<file path="src/rtl/alu_op_sequencer.sv">
// ---------------------------------------------------------------------------
// alu_op_sequencer
//
// Multi-cycle controller in front of a shared N-bit adder. It accepts one
// operation at a time and steps it through the adder. ADD and SUB each take
// one adder pass. MUL takes N shift-add passes through the same adder. The
// N-bit result goes back over a valid/ready response channel.
//
// Ports
//   clk, rst_n             clock, asynchronous active-low reset
//   req_valid / req_ready  request handshake (req_ready high only in IDLE)
//   req_op, req_a, req_b   opcode (000 ADD, 001 SUB, 010 MUL) and operands
//   rsp_valid / rsp_ready  response handshake
//   rsp_result, rsp_err    result modulo 2^N, illegal-opcode flag
//   adder_a, adder_b       operands driven to the shared adder
//   adder_ctrl             adder function (000 add, 001 subtract)
//   adder_sum              combinational adder result, used in the same cycle
// ---------------------------------------------------------------------------
module alu_op_sequencer #(
    parameter int N = 8
) (
    input  logic         clk,
    input  logic         rst_n,
    input  logic         req_valid,
    output logic         req_ready,
    input  logic [2:0]   req_op,
    input  logic [N-1:0] req_a,
    input  logic [N-1:0] req_b,
    output logic         rsp_valid,
    input  logic         rsp_ready,
    output logic [N-1:0] rsp_result,
    output logic         rsp_err,
    output logic [N-1:0] adder_a,
    output logic [N-1:0] adder_b,
    output logic [2:0]   adder_ctrl,
    input  logic [N-1:0] adder_sum
);

    localparam int STEP_W = $clog2(N + 1);

    localparam logic [2:0] OP_ADD = 3'b000;
    localparam logic [2:0] OP_SUB = 3'b001;
    localparam logic [2:0] OP_MUL = 3'b010;

    localparam logic [STEP_W-1:0] LAST_STEP = STEP_W'(N - 1);

    typedef enum logic [1:0] {
        ST_IDLE,
        ST_EXEC,
        ST_MUL,
        ST_DONE
    } state_t;

    state_t            state_reg;
    logic [N-1:0]      mcand_reg;
    logic [N-1:0]      mplier_reg;
    logic [STEP_W-1:0] step_reg;

    logic [N-1:0] mcand_next;
    logic [N-1:0] mplier_next;

    assign mcand_next  = mcand_reg << 1;
    assign mplier_next = mplier_reg >> 1;

    // Combinational from the state register, so it also reads 1 during reset.
    assign req_ready = (state_reg == ST_IDLE);

    // The adder port is registered. It is loaded one edge ahead with the
    // operands for the coming cycle. During MUL, adder_a also serves as the
    // running accumulator, so no separate acc register is needed.
    always_ff @(posedge clk or negedge rst_n) begin
        if (!rst_n) begin
            state_reg  <= ST_IDLE;
            mcand_reg  <= '0;
            mplier_reg <= '0;
            step_reg   <= '0;
            rsp_valid  <= 1'b0;
            rsp_result <= '0;
            rsp_err    <= 1'b0;
            adder_a    <= '0;
            adder_b    <= '0;
            adder_ctrl <= OP_ADD;
        end else begin
            case (state_reg)
                ST_IDLE: begin
                    if (req_valid) begin
                        if (req_op == OP_ADD || req_op == OP_SUB) begin
                            adder_a    <= req_a;
                            adder_b    <= req_b;
                            adder_ctrl <= req_op;
                            state_reg  <= ST_EXEC;
                        end else if (req_op == OP_MUL) begin
                            mcand_reg  <= req_a;
                            mplier_reg <= req_b;
                            step_reg   <= '0;
                            adder_a    <= '0;
                            adder_b    <= req_b[0] ? req_a : '0;
                            adder_ctrl <= OP_ADD;
                            state_reg  <= ST_MUL;
                        end else begin
                            rsp_result <= '0;
                            rsp_err    <= 1'b1;
                            rsp_valid  <= 1'b1;
                            state_reg  <= ST_DONE;
                        end
                    end
                end

                ST_EXEC: begin
                    rsp_result <= adder_sum;
                    rsp_err    <= 1'b0;
                    rsp_valid  <= 1'b1;
                    adder_a    <= '0;
                    adder_b    <= '0;
                    adder_ctrl <= OP_ADD;
                    state_reg  <= ST_DONE;
                end

                ST_MUL: begin
                    if (step_reg == LAST_STEP) begin
                        rsp_result <= adder_sum;
                        rsp_err    <= 1'b0;
                        rsp_valid  <= 1'b1;
                        adder_a    <= '0;
                        adder_b    <= '0;
                        state_reg  <= ST_DONE;
                    end else begin
                        // The next partial product uses the shifted
                        // multiplicand and the next multiplier bit. A zero
                        // bit still spends an adder pass (adds 0), so MUL
                        // latency does not depend on the data.
                        adder_a    <= adder_sum;
                        adder_b    <= mplier_next[0] ? mcand_next : '0;
                        mcand_reg  <= mcand_next;
                        mplier_reg <= mplier_next;
                        step_reg   <= step_reg + 1'b1;
                    end
                    adder_ctrl <= OP_ADD;
                end

                ST_DONE: begin
                    if (rsp_ready) begin
                        rsp_valid <= 1'b0;
                        state_reg <= ST_IDLE;
                    end
                end

                default: begin
                    state_reg <= ST_IDLE;
                end
            endcase
        end
    end

endmodule

</file>
<file path="config.mk">
export PLATFORM = sky130hd
export DESIGN_NAME = alu_op_sequencer
export DESIGN_NICKNAME = d
export VERILOG_FILES = /design/src/rtl/alu_op_sequencer.sv
export SDC_FILE = /design/constraint.sdc
export NUM_CORES = 1
export LEC_CHECK = 0
export ABC_AREA = 1
export BUFFER_PORTS_ARGS = -buffer_cell sky130_fd_sc_hd__buf_2
export CAP_MARGIN = 20
export CORE_UTILIZATION = 54
export DETAILED_ROUTE_END_ITERATION = 8
export HOLD_SLACK_MARGIN = 0.05
export PLACE_DENSITY = 0.8
export SETUP_SLACK_MARGIN = 0.05
export SLEW_MARGIN = 20
export SYNTH_ARGS = -nofsm -noshare
export SYNTH_HDL_FRONTEND = slang
export SYNTH_SLANG_ARGS = --single-unit
</file>
<file path="constraint.sdc">
create_clock -name clk -period 1.7 [get_ports clk]
set_input_delay 0 -clock clk [delete_from_list [all_inputs] [get_ports clk]]
set_output_delay 0 -clock clk [all_outputs]
set_load 0.005 [all_outputs]
</file>
==> summary.md <==
| Metric | Value |
|---|---|
| Pint | 3.43 mW |
| Clock Power Share | 0.147 |
| DPL Wire Length | 4300 um |
| Syn. warnings | 0 |
| Switching power | 2.65 mW |
| Required time of the critical path | 1.90 ns |
| Reg power frac | 0.307 |
| Synth Register Bits | 49 |
| Io pins | 61 |
| Cell area after layout | 3390 um2 |
| Dpl cells | 442 |
| Antenna violations before repair | 0 |
| Final worst path period share | 0.939 |
| First DRT Iteration DRCs | 290 |
| GRT Residual Overflow | 0 |
| DR pass1 iterations | 5 |
| Ant diodes | 0 |
| GRT Total Usage | 0.271 |
| Max_cap viols | 0 |
| Top cells by area, synth | dfrtp_1 (46%), nand2_1 (19%), nand3_1 (5.1%) |
| Hold_ws | 0.0486 ns |
| Switching Fraction | 0.436 |
| CTS tree | built |
| Slowest cell delay on critical path | 0.39 ns |
| Vias in the first global route | 2281 |
| Clock sinks | 49 |
| Type of the worst setup path | reg -> reg |
| Register area share after synthesis | 0.462 |
| Worst vdd ir | 1.09 mV |
| Crit Path Max Fanout | 9 |
| Worst-path clk slew | 0.09 ns |
| Initial Util | 0.561 |
| CP arrival | 1.80 ns |
| Max-slew headroom | 0.576 |
| CP Cell Sequence | inv_2 -> ha_4 -> buf_4 -> a21oi_4 -> buf_4 -> nand3_2 -> nand2_1 -> o21ai_0 |
| RSZ-0062 raised after global routing | no |
| Type of the tightest min-delay check | in -> reg |
| WL per Instance | 14.1 um |
| Htree depth | 2 |
| Vias | 2490 |
| Number of max-slew violations in the final report | 0 |
| Power density over the cells | 1790 nW/um2 |
| Worst Skew | 0.00704 ns |
| Number of hold violations in the final report | 0 |
| PortBufs | 60 |
| Final WL | 6700 um |
| Clock root cell | clkbuf_8 |
| F_max | 0.627 GHz |
| Syn nets | 358 |
| Final Setup Violations | 0 |
| Largest area contributor in the netlist | dfrtp_1 |
| Most common cell after layout, fill and taps aside | nand2_1 |
| DRC viols | 0 |
| CTS Buf Count | 5 |
| Cell Count, Final, Fillers Out | 475 |
| Most used cell, CP | buf_4 |
| Worst-margin pin slew | 0.637 ns |
| Core Footprint | 4720 um2 |
| Largest net degree at the start of global routing | 34 |
| CP max-delay cell | dfrtp_1 |
| Critical path capture point type | flip-flop |
| Area growth syn-to-layout | 28.0% |
| FILL cells | 378 |
| Worst-skew pair later-pin latency | 0.31 ns |
| Avg Inst Size Synth | 8.23 um2 |
| Setup tns final | 0 ns |
| Worst path bufs/invs | 3 |
| Library cells used by synthesis | 31 |
| Leak | 1.80 nW |
| Commonest cells after routing, fill and taps aside | nand2_1 (134), buf_2 (60), dfrtp_1 (48), nand3_1 (27), o21ai_0 (24) |
| Detail Route Antenna Nets | 0 |
| Final min period | 1.60 ns |
| Post-layout nets | 443 |
| Post-synthesis cell count | 322 |
| First-pass GRT wire length | 10700 um |
| Die width | 72.1 um |
| Status | finished, final reports clean |
| Share of layout cells above drive strength 1 | 0.289 |
| Largest regs | adder_a: 8 flops, adder_b: 8 flops, rsp_result: 8 flops |
| Clock Path Buffers | 2 |
| Mapped Area | 2650 um2 |
| # rows | 25 |
| DP Area | 2980 um2 |
| Crit path max-delay family | flip-flops |
| Placer Congestion | 0.914 |
| Die area | 5190 um2 |
| Vias/cell | 5.24 |
| Logic pwr share | 0.546 |
| Startpoint types | flip-flop |
| Die Span Y | 72.1 um |
| Share of the synthesized area in the top cell type | 0.462 |
[cell type report]
cell class / count / area, um2 / share of cell area
clock buffers: 6 / 82.6 / 0.0243
clock inverters: 2 / 37.5 / 0.0111
inverters: 20 / 80.1 / 0.0236
multi-input cells: 240 / 1280 / 0.376
flip-flops and latches: 49 / 1230 / 0.362
well taps: 67 / 83.8 / 0.0247
repair buffers: 91 / 606 / 0.178
[cell usage after synthesis]
cell type,number
a21oi_1,1
a21oi_4,1
a22oi_1,2
buf_1,1
buf_2,1
buf_4,2
buf_6,8
clkbuf_1,2
clkinv_1,1
dfrtp_1,49
ha_1,5
inv_1,16
inv_2,2
inv_4,1
mux2i_1,6
nand2_1,134
nand2_2,2
nand2_4,2
nand3_1,27
nand3_2,1
nand3_4,1
nor2_1,7
nor2_2,1
nor4_1,1
o21ai_0,25
o21ai_1,2
o21ai_2,15
o21ai_4,2
o21bai_1,1
or2_2,2
xor2_1,1
[final timing paths]
path | startpoint | slack, ns | end | depth (start not counted)
worst max register to register | state_reg[0] | 0.10 | rsp_result[4] | 8
worst min register to register | adder_b[5] | 0.48 | adder_b[5] | 2
worst max-delay path | state_reg[0] | 0.10 | rsp_result[4] | 8
max in group asynchronous | rst_n | 0.91 | state_reg[1] | 3
worst min-delay path | req_a[1] | 0.05 | mcand_reg[1] | 3
min in group asynchronous | rst_n | 0.23 | rsp_err | 2
[power groups by stage]
stage / clock, mW / sequential [mW] / combinational (mW)
CTS: 0.909 / 1.86 / 3.03
detailed placement: 0 / 1.88 / 2.79
finish: 0.895 / 1.87 / 3.32
floorplan: 0 / 1.87 / 2.21
global route: 0.962 / 1.92 / 3.70
global placement: 0 / 1.87 / 2.73
[routing by layer]
| layer | GRT usage | wire length (um) | vias up |
|---|---|---|---|
| met4 | 0.120 | 184 | 0 |
| met1 | 0.361 | 2880 | 1150 |
| met2 | 0.432 | 3240 | 121 |
| li1 | - | - | 1202 |
| met3 | 0.0500 | 393 | 17 |
| met5 | 0 | 0 | - |
[tightest hold or removal path, delay by kind of cell]
kind,cells,cell delay (ns)
AO/OA/AOI/OAI,1,0.13
buffers and inverters,1,0.10
multiplexers,1,0.09
[cells by family after synthesis]
logic type                 after synthesis  share of synthesized area
and+or+nand+nor                        178                      0.284
AOI/OAI and AO/OA                       49                      0.129
DFF                                     49                      0.462
buffers and inverters                   34                     0.0750
muxes                                    6                     0.0227
adders and majority gates                5                     0.0236
xor gates and xnor gates                 1                    0.00330
[what timing repair did]
action                                  in CTS  in global routing
endpoints found under the setup margin      34                 48
endpoints found under the hold margin       42                  0
cloned                                       0                  1
setup buffers                                3                  5
pin swaps                                    1                  3
hold buffers                                16                  0
resized for setup                            5                  7
[stage by stage]
| stage | util | setup slack (ns) | power (mW) |
|---|---|---|---|
| finish | 0.719 | 0.104 | 6.08 |
| global route | 0.719 | 0.0457 | 6.58 |
| CTS | 0.702 | 0.0797 | 5.80 |
| detailed placement | 0.631 | -0.0470 | 4.68 |
| global placement | 0.631 | 0.0379 | 4.60 |
| floorplan | - | 0.161 | 4.09 |
(Power assumes the default switching activity.)
